**src/rtl/xgmii_pktgen_if.sv**
```systemverilog
// xgmii_pktgen_if
// Bundles the burst control inputs, the XGMII TX word and the status
// outputs of one frame generator.
//   start, stop           : burst control (one-cycle request / level)
//   frame_count           : frames per burst, 0 = run until stop
//   dst_mac, src_mac      : addresses written into every frame header
//   xgmii_txd, xgmii_txc  : 64-bit XGMII TX data and per-lane control
//   busy, done            : burst in progress / one-cycle end-of-burst pulse
//   frames_sent           : frames completed in the current or last burst
// master = the generator itself, slave = whoever controls it and consumes
// the XGMII stream.
interface xgmii_pktgen_if;
    logic        start;
    logic        stop;
    logic [15:0] frame_count;
    logic [47:0] dst_mac;
    logic [47:0] src_mac;
    logic [63:0] xgmii_txd;
    logic [7:0]  xgmii_txc;
    logic        busy;
    logic        done;
    logic [31:0] frames_sent;

    modport master (
        input  start, stop, frame_count, dst_mac, src_mac,
        output xgmii_txd, xgmii_txc, busy, done, frames_sent
    );

    modport slave (
        output start, stop, frame_count, dst_mac, src_mac,
        input  xgmii_txd, xgmii_txc, busy, done, frames_sent
    );
endinterface

```
**src/rtl/xgmii_pktgen.sv**
```systemverilog
// xgmii_pktgen
// XGMII 64-bit Ethernet test-frame generator. Emits bursts of frames, each
// laid out as PRE word, FRAME_LEN/8 DATA words, TERM word, IFG_WORDS idles.
// Frames carry DA, SA, ETHERTYPE, a 32-bit sequence number, an incrementing
// byte payload and a CRC-32 FCS.
// Ports:
//   clk156  : XGMII clock, only clock
//   sys_rst : synchronous active-high reset
//   bus     : control, XGMII TX word and status (see xgmii_pktgen_if)
// All outputs are registered: every value is computed for the state being
// entered (state_next) and loaded on the edge.
module xgmii_pktgen #(
    parameter int          FRAME_LEN = 64,
    parameter int          IFG_WORDS = 1,
    parameter logic [15:0] ETHERTYPE = 16'h88B5
) (
    input  logic           clk156,
    input  logic           sys_rst,
    xgmii_pktgen_if.master bus
);
    typedef enum logic [2:0] {ST_IDLE, ST_PRE, ST_DATA, ST_TERM, ST_GAP} state_t;

    localparam logic [63:0] IDLE_TXD = 64'h0707070707070707;
    localparam logic [63:0] PRE_TXD  = 64'hD5555555555555FB;
    localparam logic [63:0] TERM_TXD = 64'h07070707070707FD;
    localparam logic [7:0]  LAST_IDX = 8'(FRAME_LEN / 8 - 1);
    localparam logic [7:0]  LAST_GAP = 8'(IFG_WORDS - 1);

    state_t      state_reg, state_next;
    logic [7:0]  word_idx_reg, word_idx_next;
    logic [7:0]  gap_cnt_reg, gap_cnt_next;
    logic [31:0] crc_reg, crc_next;
    logic [31:0] seq_reg, seq_next;
    logic [31:0] frames_sent_reg, frames_sent_next;
    logic [15:0] frame_count_reg, frame_count_next;
    logic [47:0] dst_mac_reg, dst_mac_next;
    logic [47:0] src_mac_reg, src_mac_next;
    logic        stop_seen_reg, stop_seen_next;
    logic [63:0] txd_reg, txd_next;
    logic [7:0]  txc_reg, txc_next;
    logic        busy_reg, busy_next;
    logic        done_reg, done_next;
    logic        burst_end;

    logic [7:0]  hdr_byte [18];
    logic [63:0] data_word;
    logic [31:0] crc_word;
    logic [31:0] fcs;

    // Reflected CRC-32 (poly 0x04C11DB7 -> 0xEDB88320), one byte LSB first.
    function automatic logic [31:0] crc_byte(input logic [31:0] c, input logic [7:0] d);
        logic [31:0] r;
        r = c ^ {24'h0, d};
        for (int k = 0; k < 8; k++)
            r = r[0] ? ((r >> 1) ^ 32'hEDB88320) : (r >> 1);
        return r;
    endfunction

    function automatic logic [31:0] crc_step64(input logic [31:0] c, input logic [63:0] d);
        logic [31:0] r;
        r = c;
        for (int k = 0; k < 8; k++)
            r = crc_byte(r, d[8*k +: 8]);
        return r;
    endfunction

    // Final word: only lanes 0..3 are CRC-covered, lanes 4..7 carry the FCS.
    function automatic logic [31:0] crc_step32(input logic [31:0] c, input logic [31:0] d);
        logic [31:0] r;
        r = c;
        for (int k = 0; k < 4; k++)
            r = crc_byte(r, d[8*k +: 8]);
        return r;
    endfunction

    // Header bytes 0..17 in wire order.
    always_comb begin
        for (int i = 0; i < 6; i++) begin
            hdr_byte[i]     = dst_mac_reg[8*(5-i) +: 8];
            hdr_byte[6 + i] = src_mac_reg[8*(5-i) +: 8];
        end
        hdr_byte[12] = ETHERTYPE[15:8];
        hdr_byte[13] = ETHERTYPE[7:0];
        for (int i = 0; i < 4; i++)
            hdr_byte[14 + i] = seq_reg[8*(3-i) +: 8];
    end

    // Byte offset of each lane in the word about to be emitted; the payload
    // byte is simply the low 8 bits of its own offset.
    genvar gi;
    generate
        for (gi = 0; gi < 8; gi++) begin : g_lane
            logic [10:0] b;
            assign b = {word_idx_next, 3'(gi)};
            assign data_word[8*gi +: 8] = (b < 11'd18) ? hdr_byte[b[4:0]] : b[7:0];
        end
    endgenerate

    assign crc_word  = crc_step64(crc_reg, data_word);
    assign fcs       = ~crc_step32(crc_reg, data_word[31:0]);
    assign burst_end = stop_seen_reg || bus.stop ||
                       ((frame_count_reg != 16'h0) &&
                        (frames_sent_reg == {16'h0, frame_count_reg}));

    // Next-state and counter logic.
    always_comb begin
        state_next       = state_reg;
        word_idx_next    = word_idx_reg;
        gap_cnt_next     = gap_cnt_reg;
        seq_next         = seq_reg;
        frames_sent_next = frames_sent_reg;
        frame_count_next = frame_count_reg;
        dst_mac_next     = dst_mac_reg;
        src_mac_next     = src_mac_reg;
        done_next        = 1'b0;

        case (state_reg)
            ST_IDLE: begin
                if (bus.start) begin
                    state_next       = ST_PRE;
                    dst_mac_next     = bus.dst_mac;
                    src_mac_next     = bus.src_mac;
                    frame_count_next = bus.frame_count;
                    seq_next         = 32'h0;
                    frames_sent_next = 32'h0;
                end
            end
            ST_PRE: begin
                state_next    = ST_DATA;
                word_idx_next = 8'h0;
            end
            ST_DATA: begin
                if (word_idx_reg == LAST_IDX) begin
                    state_next       = ST_TERM;
                    frames_sent_next = frames_sent_reg + 32'h1;
                    seq_next         = seq_reg + 32'h1;
                end else begin
                    word_idx_next = word_idx_reg + 8'h1;
                end
            end
            ST_TERM: begin
                state_next   = ST_GAP;
                gap_cnt_next = 8'h0;
            end
            ST_GAP: begin
                if (gap_cnt_reg == LAST_GAP) begin
                    if (burst_end) begin
                        state_next = ST_IDLE;
                        done_next  = 1'b1;
                    end else begin
                        state_next = ST_PRE;
                    end
                end else begin
                    gap_cnt_next = gap_cnt_reg + 8'h1;
                end
            end
            default: state_next = ST_IDLE;
        endcase
    end

    // Output word, CRC accumulation and status for the state being entered.
    always_comb begin
        txd_next       = IDLE_TXD;
        txc_next       = 8'hFF;
        crc_next       = crc_reg;
        busy_next      = (state_next != ST_IDLE);
        // A stop seen at any point since the last PRE ends the burst later.
        stop_seen_next = (state_next == ST_PRE) ? 1'b0 : (stop_seen_reg | bus.stop);

        case (state_next)
            ST_PRE: begin
                txd_next = PRE_TXD;
                txc_next = 8'h01;
                crc_next = 32'hFFFFFFFF;
            end
            ST_DATA: begin
                txc_next = 8'h00;
                if (word_idx_next == LAST_IDX) begin
                    txd_next = {fcs, data_word[31:0]};
                end else begin
                    txd_next = data_word;
                    crc_next = crc_word;
                end
            end
            ST_TERM: txd_next = TERM_TXD;
            default: ;
        endcase
    end

    always_ff @(posedge clk156) begin
        if (sys_rst) begin
            state_reg       <= ST_IDLE;
            word_idx_reg    <= 8'h0;
            gap_cnt_reg     <= 8'h0;
            crc_reg         <= 32'hFFFFFFFF;
            seq_reg         <= 32'h0;
            frames_sent_reg <= 32'h0;
            frame_count_reg <= 16'h0;
            dst_mac_reg     <= 48'h0;
            src_mac_reg     <= 48'h0;
            stop_seen_reg   <= 1'b0;
            txd_reg         <= IDLE_TXD;
            txc_reg         <= 8'hFF;
            busy_reg        <= 1'b0;
            done_reg        <= 1'b0;
        end else begin
            state_reg       <= state_next;
            word_idx_reg    <= word_idx_next;
            gap_cnt_reg     <= gap_cnt_next;
            crc_reg         <= crc_next;
            seq_reg         <= seq_next;
            frames_sent_reg <= frames_sent_next;
            frame_count_reg <= frame_count_next;
            dst_mac_reg     <= dst_mac_next;
            src_mac_reg     <= src_mac_next;
            stop_seen_reg   <= stop_seen_next;
            txd_reg         <= txd_next;
            txc_reg         <= txc_next;
            busy_reg        <= busy_next;
            done_reg        <= done_next;
        end
    end

    assign bus.xgmii_txd   = txd_reg;
    assign bus.xgmii_txc   = txc_reg;
    assign bus.busy        = busy_reg;
    assign bus.done        = done_reg;
    assign bus.frames_sent = frames_sent_reg;
endmodule

```
**src/flat_wrapper.sv**
```systemverilog
// flat-port wrapper written by rule: the top's interface ports become plain ports
module xgmii_pktgen_flat 
#(
    parameter int          FRAME_LEN = 64,
    parameter int          IFG_WORDS = 1,
    parameter logic [15:0] ETHERTYPE = 16'h88B5
)
  (clk156, sys_rst, bus_start, bus_stop, bus_frame_count, bus_dst_mac, bus_src_mac, bus_xgmii_txd, bus_xgmii_txc, bus_busy, bus_done, bus_frames_sent);
  xgmii_pktgen_if bus_i ();
  input  logic clk156;
  input  logic sys_rst;
  input wire logic [$bits(bus_i.start)-1:0] bus_start;
  input wire logic [$bits(bus_i.stop)-1:0] bus_stop;
  input wire logic [$bits(bus_i.frame_count)-1:0] bus_frame_count;
  input wire logic [$bits(bus_i.dst_mac)-1:0] bus_dst_mac;
  input wire logic [$bits(bus_i.src_mac)-1:0] bus_src_mac;
  output wire logic [$bits(bus_i.xgmii_txd)-1:0] bus_xgmii_txd;
  output wire logic [$bits(bus_i.xgmii_txc)-1:0] bus_xgmii_txc;
  output wire logic [$bits(bus_i.busy)-1:0] bus_busy;
  output wire logic [$bits(bus_i.done)-1:0] bus_done;
  output wire logic [$bits(bus_i.frames_sent)-1:0] bus_frames_sent;
  assign bus_i.start = bus_start;
  assign bus_i.stop = bus_stop;
  assign bus_i.frame_count = bus_frame_count;
  assign bus_i.dst_mac = bus_dst_mac;
  assign bus_i.src_mac = bus_src_mac;
  assign bus_xgmii_txd = bus_i.xgmii_txd;
  assign bus_xgmii_txc = bus_i.xgmii_txc;
  assign bus_busy = bus_i.busy;
  assign bus_done = bus_i.done;
  assign bus_frames_sent = bus_i.frames_sent;
  xgmii_pktgen #(.FRAME_LEN(FRAME_LEN), .IFG_WORDS(IFG_WORDS), .ETHERTYPE(ETHERTYPE)) u_core (.clk156(clk156), .sys_rst(sys_rst), .bus(bus_i));
endmodule
```
**config.mk**
```make
export PLATFORM = sky130hd
export DESIGN_NAME = xgmii_pktgen_flat
export DESIGN_NICKNAME = d
export VERILOG_FILES = /design/src/rtl/xgmii_pktgen_if.sv /design/src/rtl/xgmii_pktgen.sv /design/src/flat_wrapper.sv
export SDC_FILE = /design/constraint.sdc
export NUM_CORES = 1
export LEC_CHECK = 0
export CORE_MARGIN = 2
export CORE_UTILIZATION = 30
export DETAILED_ROUTE_END_ITERATION = 12
export GPL_ROUTABILITY_DRIVEN = 0
export HOLD_SLACK_MARGIN = 0.05
export SYNTH_ARGS = -nofsm -noshare
export SYNTH_HDL_FRONTEND = slang
export SYNTH_SLANG_ARGS = --single-unit
export TNS_END_PERCENT = 100
```
**constraint.sdc**
```tcl
create_clock -name clk156 -period 21.2 [get_ports clk156]
set_input_delay 5.3 -clock clk156 [delete_from_list [all_inputs] [get_ports clk156]]
set_output_delay 5.3 -clock clk156 [all_outputs]
set_load 0.05 [all_outputs]
```
==> impl_summary.txt, run 1 <==
----------------------------------------------------
[Timing]
  Worst slew margin ... 0.152
  Final clock period utilization by the worst path ... 0.500
  Max frequency ... 0.0943 GHz
  Worst Max-Slew Pin Slew ... about 1.2 ns
  Crit path time final ... around 11 ns
  Number of endpoints with negative hold slack in the final report ... 0
  Setup repair after global routing missed its margin ... no
  Worst clock skew on the final layout ... 0.0520 ns
  Setup tns final ... 0 ns
  Max Transition Viols Final ... 0
  Final setup violation count ... 0

[Synthesis]
  Post-synth top flop ... sky130_fd_sc_hd__dfxtp_1
  Average instance area after synthesis ... 9.28 um2
  Count of different cell masters after synthesis ... 97
  Area leader, netlist ... sky130_fd_sc_hd__dfxtp_1
  Post-synth ARST share ... 0
  Most area-consuming cells after synthesis ... sky130_fd_sc_hd__dfxtp_1 28%, sky130_fd_sc_hd__xnor2_1 12%, sky130_fd_sc_hd__xnor3_1 12%
  Number of synthesis warnings ... 0
  Netlist area before placement ... 20800 um2
  Synthesis-stage register bit count ... 296
  Syn Inst Count ... 2246
  Post-synthesis net count ... 2367
  Yosys top cell area share ... 0.284
  Seq/Total Area, Yosys ... 0.284
  EDFF count, synth ... 0

[Min path]
  Startpoint of the tightest hold check path ... u_core.dst_mac_reg[7]$_SDFFE_PP0P_
  Worst min-delay path class ... flop to flop

[Global routing]
  Largest net degree at the start of global routing ... 89
  Gr ovfl total ... 0
  Global router's overall resource usage ... 0.201
  Global-route wire length before repair ... 108000 um
  Number of antenna violations at the first check in global routing ... 2
  Vias in the first global route ... 17.1k

[Flow run]
  Max-cap violations ... 0

[Critical path]
  Crit. Startpoint ... u_core.word_idx_reg[0]$_SDFF_PP0_
  Critical path class ... flop to flop
  Largest fanout on the critical path ... 27
  Worst R2R Setup Slack ... 10.60 ns
  Data required time of the critical path ... 21.66 ns
  Crit path capture type ... flop
  Startpoint of the lowest-slack register-to-register path ... u_core.word_idx_reg[0]$_SDFF_PP0_
  Worst reg2reg endpoint ... u_core.crc_reg[18]$_SDFFE_PP1P_
  Worst setup endpoint ... u_core.crc_reg[18]$_SDFFE_PP1P_
  Depth of the most critical reg-to-reg path ... 22
  Crit path DAT ... 11.06 ns
  Worst Setup Start Kind ... flop

[Floorplan]
  Initial Utilization ... 0.303
  Die height ... 268 um
  Core area ... 68700 um2
  Die area ... slightly above 70000 um2
  Row Count ... 96
  I/O pin cnt ... 222
  Die width ... ~270 um

[CTS]
  CTS Buffer Depth ... 3
  Worst-skew pair later-pin latency ... 0.59 ns
  Clock tree from TritonCTS ... built
  Clock Root Buffer ... sky130_fd_sc_hd__clkbuf_16
  H-tree Lvls ... 2
  Total clock sinks ... 296
  # resized after CTS ... 0
  Number of clock buffers inserted by TritonCTS ... 36
  Number of buffers inserted by hold repair at cts ... 0
  Post-CTS setup-driven buffer insertion count ... 0
  Clk pin slew, worst setup/hold paths ... 0.06 ns

[Outcome]
  Outcome ... finished, final reports clean

[Cells and area]
  Antenna diode count ... 0
  Fillers ... 6934
  Growth of design area from synthesis to finish ... 20.9%
  Fraction of final layout cells with drive strength greater than 1 ... 0.0784
  Leading cell types in the layout, fill and taps excluded ... 331 x sky130_fd_sc_hd__nand2_1, 296 x sky130_fd_sc_hd__dfxtp_1, 287 x sky130_fd_sc_hd__xnor2_1
  Number of flip-flops in the largest register ... 64
  Sequential standard cell area ... 5930 um2
  Area of the multi-input gates ... 14400 um2
  Most frequent standard cell in the layout excluding fill and tap cells ... sky130_fd_sc_hd__nand2_1
  Final nets ... 2519

[Route]
  Initial DRC count ... 1748
  Initial DRT Pass Iterations ... 6
  Vias post-DR ... around 17k
  Detail Route Antenna Nets ... 0
  Via count normalized by instance count ... roughly 5.2
  WL per Instance ... ~22 um
  Remaining design rule violation count ... 0
  Aggregate routed wire length ... 73300 um

[Placed design]
  Count of input and output buffers ... approximately 220
  HPWL Detailed ... 57500 um

----------------------------------------------------
-- routing by layer --
layer  vias to the layer above  GRT usage  part of all wire
met5                         -          0                 0
met4                         0     0.0817             0.043
met3                       167     0.0366             0.081
met2                       811      0.316              0.45
met1                      8504      0.271              0.43
li1                       7992          -                 -
-- synthesized netlist by cell type (17+ instances only) --
| master | instances |
|---|---|
| sky130_fd_sc_hd__or3_1 | 17 |
| sky130_fd_sc_hd__nor2_1 | 146 |
| sky130_fd_sc_hd__xnor2_2 | 20 |
| sky130_fd_sc_hd__a21oi_1 | 186 |
| sky130_fd_sc_hd__clkbuf_1 | 100 |
| sky130_fd_sc_hd__xnor3_1 | 107 |
| sky130_fd_sc_hd__nand3_1 | 49 |
| sky130_fd_sc_hd__nor3_1 | 30 |
| sky130_fd_sc_hd__nand2_1 | 331 |
| sky130_fd_sc_hd__nor2b_1 | 17 |
| sky130_fd_sc_hd__xor3_1 | 22 |
| sky130_fd_sc_hd__nand4_1 | 28 |
| sky130_fd_sc_hd__xnor2_1 | 287 |
| sky130_fd_sc_hd__mux2i_1 | 18 |
| sky130_fd_sc_hd__o21ai_0 | 67 |
| sky130_fd_sc_hd__and3_1 | 21 |
| sky130_fd_sc_hd__o22a_1 | 25 |
| sky130_fd_sc_hd__xor2_1 | 185 |
| sky130_fd_sc_hd__dfxtp_1 | 296 |
-- worst max-delay path: stages (launching register included) --
cell	delay [ns]
sky130_fd_sc_hd__dfxtp_1	0.86
sky130_fd_sc_hd__ha_1	0.46
sky130_fd_sc_hd__nand4bb_1	0.19
sky130_fd_sc_hd__o211ai_1	0.25
sky130_fd_sc_hd__nand3_1	0.67
sky130_fd_sc_hd__a2111oi_0	1.22
sky130_fd_sc_hd__nor4_1	0.20
sky130_fd_sc_hd__nor3_2	0.53
sky130_fd_sc_hd__xnor2_2	0.22
sky130_fd_sc_hd__xnor3_1	0.54
sky130_fd_sc_hd__xor3_1	0.43
sky130_fd_sc_hd__xnor3_1	0.59
sky130_fd_sc_hd__xor2_1	0.21
sky130_fd_sc_hd__xnor3_1	0.39
sky130_fd_sc_hd__xnor2_4	0.34
sky130_fd_sc_hd__xnor3_2	0.54
sky130_fd_sc_hd__xnor2_1	0.58
sky130_fd_sc_hd__xnor3_1	0.57
sky130_fd_sc_hd__xnor2_2	0.33
sky130_fd_sc_hd__xor3_2	0.45
sky130_fd_sc_hd__xnor2_4	0.29
sky130_fd_sc_hd__xnor3_1	0.44
sky130_fd_sc_hd__o22a_1	0.16
-- worst min path at each step --
stage / slack, ns / to / cells past startpoint
after floorplan: 0.43 / u_core.dst_mac_reg[22]$_SDFFE_PP0P_ / 2
after global placement: 0.45 / u_core.src_mac_reg[1]$_SDFFE_PP0P_ / 2
after detailed placement: 0.45 / u_core.dst_mac_reg[20]$_SDFFE_PP0P_ / 2
after CTS: 0.46 / u_core.dst_mac_reg[7]$_SDFFE_PP0P_ / 2
after global routing: 0.48 / u_core.dst_mac_reg[2]$_SDFFE_PP0P_ / 2
final: 0.46 / u_core.dst_mac_reg[7]$_SDFFE_PP0P_ / 2
-- stage by stage --
step           cell area (um2)  cells  hold WS [ns]   util  setup slack, ns
6_report                 25200   3355         0.456  0.367            10.60
5_1_grt                  25200   3355         0.478  0.367            10.25
4_1_cts                  25200   3355         0.459  0.367            10.84
3_5_place_dp             23900   3291         0.450  0.348            10.86
3_3_place_gp             23900   3291         0.445  0.348            11.11
2_1_floorplan            20800   2246         0.433      -            12.88
-- cell families after synthesis --
| kind of cell | share of synthesized area |
|---|---|
| AO/OA/AOI/OAI | 0.128 |
| XOR/XNOR | 0.385 |
| adder cells (fa/ha/maj) | 0.00300 |
| buffers and inverters | 0.0289 |
| flip-flops | 0.284 |
| multiplexers | 0.0115 |
| AND/OR/NAND/NOR | 0.160 |
-- final cells by class --
type,count,area share
Clock inverter,21,0.0132
Sequential cell,296,0.235
Tap cell,931,0.0462
Timing Repair Buffer,244,0.0946
Clock buffer,43,0.0392
Inverter,14,0.00209
Multi-Input combinational cell,1806,0.570
Power of run 1 is not shown: default switching activity piles up to over one toggle a cycle in this logic, so the estimate is an artifact.
==> run 2, diff against run 1 <==
==> constraint.sdc (replaced) <==
create_clock -name clk156 -period 9.1 [get_ports clk156]
set_input_delay 2.275 -clock clk156 [delete_from_list [all_inputs] [get_ports clk156]]
set_output_delay 2.275 -clock clk156 [all_outputs]
set_load 0.05 [all_outputs]
==> run 2 against run 1 <==
Critical path depth is 1 higher. Core utilization increased by 0.86 points. Wire length grew 1.0%. Register-to-register slack lost 10 ns. Via count grew 1.1%. Global-route usage is 0.12 points higher. Clock skew shrank 0.014 ns. First-iteration DRC count is 5.1% lower. Worst setup slack worse by 10 ns. Worst hold slack worse by 0.0019 ns. Clock-buffer cell count up 4. Cell area up 2.4%. Critical path type unchanged. Largest cell class unchanged. Highest routed layer unchanged.
==> impl_summary.txt, run 2 (synthesis gave the netlist of run 1 again) <==
----------------------------------------------------
[Timing]
  Final clock period utilization by the worst path ... 0.971
  Crit path time final ... a little under 9 ns
  Worst slew margin ... 0.262
  Setup tns final ... 0 ns
  Final setup violation count ... 0
  Max frequency ... 0.113 GHz
  Worst clock skew on the final layout ... 0.0382 ns
  Worst Max-Slew Pin Slew ... 1.11 ns
  Max Transition Viols Final ... 0
  Number of endpoints with negative hold slack in the final report ... 0

[CTS]
  Total clock sinks ... 296
  Clock Root Buffer ... sky130_fd_sc_hd__clkbuf_16
  H-tree Lvls ... 2
  Clock tree from TritonCTS ... built
  Number of clock buffers inserted by TritonCTS ... 37
  Worst-skew pair later-pin latency ... around 0.59 ns
  Clk pin slew, worst setup/hold paths ... approximately 0.060 ns
  CTS Buffer Depth ... 3

[Floorplan]
  Die height ... roughly 270 um
  Initial Utilization ... 0.303
  Die area ... 71600 um2
  Die width ... 268 um
  I/O pin cnt ... 222
  Core area ... 68700 um2
  Row Count ... 96

[Critical path]
  Largest fanout on the critical path ... 15
  Crit path capture type ... flop
  Crit path DAT ... 9.30 ns
  Delay of the slowest cell on the worst path ... 0.68 ns
  Cell-by-cell trace of the critical path ... ha_1 > and4bb_2 > nand4_1 > and3_1 > buf_4 > a32oi_1 > nand2_1 > nor3b_1 > mux2_4 > nor4_4 > xor3_2 > xor2_1 > xnor3_1 > xor2_4 > xnor3_1 > xnor2_1 > xnor2_2 > xnor3_1 > xnor3_1 > xnor2_1 > xnor2_1 > xnor3_1 > o22a_1
  Critical path class ... flop to flop
  Startpoint of the lowest-slack register-to-register path ... u_core.word_idx_reg[1]$_SDFF_PP0_
  Data required time of the critical path ... 9.56 ns
  Most prevalent standard cell on the critical path ... sky130_fd_sc_hd__xnor3_1
  Worst Setup Start Kind ... flop
  Slowest cell on the critical path ... sky130_fd_sc_hd__xnor3_1
  Crit. Startpoint ... u_core.word_idx_reg[1]$_SDFF_PP0_

[Cells and area]
  Final standard cell utilization of the core ... 0.375
  Leading cell types in the layout, fill and taps excluded ... 331 x sky130_fd_sc_hd__nand2_1, 296 x sky130_fd_sc_hd__dfxtp_1, 277 x sky130_fd_sc_hd__xnor2_1
  Fillers ... 6904
  Sequential standard cell area ... 5930 um2
  Fraction of final layout cells with drive strength greater than 1 ... 0.110
  Most frequent standard cell in the layout excluding fill and tap cells ... sky130_fd_sc_hd__nand2_1
  Layout Cell Area excl Fill ... 25800 um2
  Area of the multi-input gates ... 14500 um2
  Number of flip-flops in the largest register ... 64
  Final nets ... 2590
  Growth of design area from synthesis to finish ... 23.7%
  Number of standard cells in the final layout excluding fillers ... 3425

[Global routing]
  Largest net degree at the start of global routing ... 85
  Vias in the first global route ... 17.4k
  Number of antenna violations at the first check in global routing ... 4
  Global router's overall resource usage ... 0.202
  Gr ovfl total ... 0
  Global-route wire length before repair ... 109000 um

[Min path]
  Startpoint of the tightest hold check path ... u_core.dst_mac_reg[26]$_SDFFE_PP0P_
  Worst min-delay path class ... flop to flop

[Placed design]
  HPWL Detailed ... slightly below 60000 um
  Placement Cell Area ... around 24000 um2
  Placed instance count ... around 3.4k
  Count of input and output buffers ... roughly 220

[Route]
  Initial DRT Pass Iterations ... 5
  Via count normalized by instance count ... 5.16
  Met1 WL ... roughly 32000 um
  Remaining design rule violation count ... 0
  Vias post-DR ... 17.7k
  WL per Instance ... around 22 um
  Routed wl met3 ... 5980 um
  Initial DRC count ... 1658
  Detail Route Antenna Nets ... 0
  Aggregate routed wire length ... 74000 um
  Met2 Routed Length ... 33300 um
  Top layer in use ... met4

[Outcome]
  Outcome ... finished, final reports clean

[Flow run]
  Max-cap violations ... 0

----------------------------------------------------
[run 2: area by class of cell]
type / count / share of cell area
Antenna cell: 3 / 0.000291
Tap cell: 931 / 0.0452
Sequential cell: 296 / 0.230
Multi-Input combinational cell: 1806 / 0.562
Clock buffer: 47 / 0.0405
Clock inverter: 14 / 0.00655
Timing Repair Buffer: 314 / 0.113
Inverter: 14 / 0.00204
[run 2: path summary, 6_finish.rpt]
| kind | cells after the start | to | slack (ns) |
|---|---|---|---|
| worst min register to register | 2 | u_core.dst_mac_reg[26]$_SDFFE_PP0P_ | 0.45 |
| worst min-delay path | 2 | u_core.dst_mac_reg[26]$_SDFFE_PP0P_ | 0.45 |
| worst max register to register | 23 | u_core.crc_reg[18]$_SDFFE_PP1P_ | 0.26 |
| worst max-delay path | 23 | u_core.crc_reg[18]$_SDFFE_PP1P_ | 0.26 |
[run 2: worst max-delay path, delay by kind of cell, from the launching register on]
| kind | cells | cell delay, ns |
|---|---|---|
| XOR/XNOR | 12 | 4.98 |
| AO/OA/AOI/OAI | 2 | 0.56 |
| buffers and inverters | 1 | 0.27 |
| adder cells (fa/ha/maj) | 1 | 0.36 |
| flip-flops | 1 | 0.39 |
| multiplexers | 1 | 0.30 |
| AND/OR/NAND/NOR | 6 | 1.86 |
[run 2: repair_timing]
action	CTS	global route
hold buffers	0	0
gates resized for setup	0	22
buffers inserted	0	8
endpoints found under the setup margin	0	29
[run 2: metal layers]
metal  global-route usage  vias to the layer above
li1                     -                     8143
met1                0.271                     8593
met2                0.319                      779
met3               0.0406                      148
met4               0.0778                        0
met5                    0                        -
[run 2: metrics by stage]
stage	hold slack (ns)	setup slack [ns]
finish	0.454	0.261
global placement	0.445	0.308
floorplan	0.433	0.779
CTS	0.456	0.0879
detailed placement	0.448	0.164
global route	0.469	-0.0394
Power of run 2 is left out for the same reason.
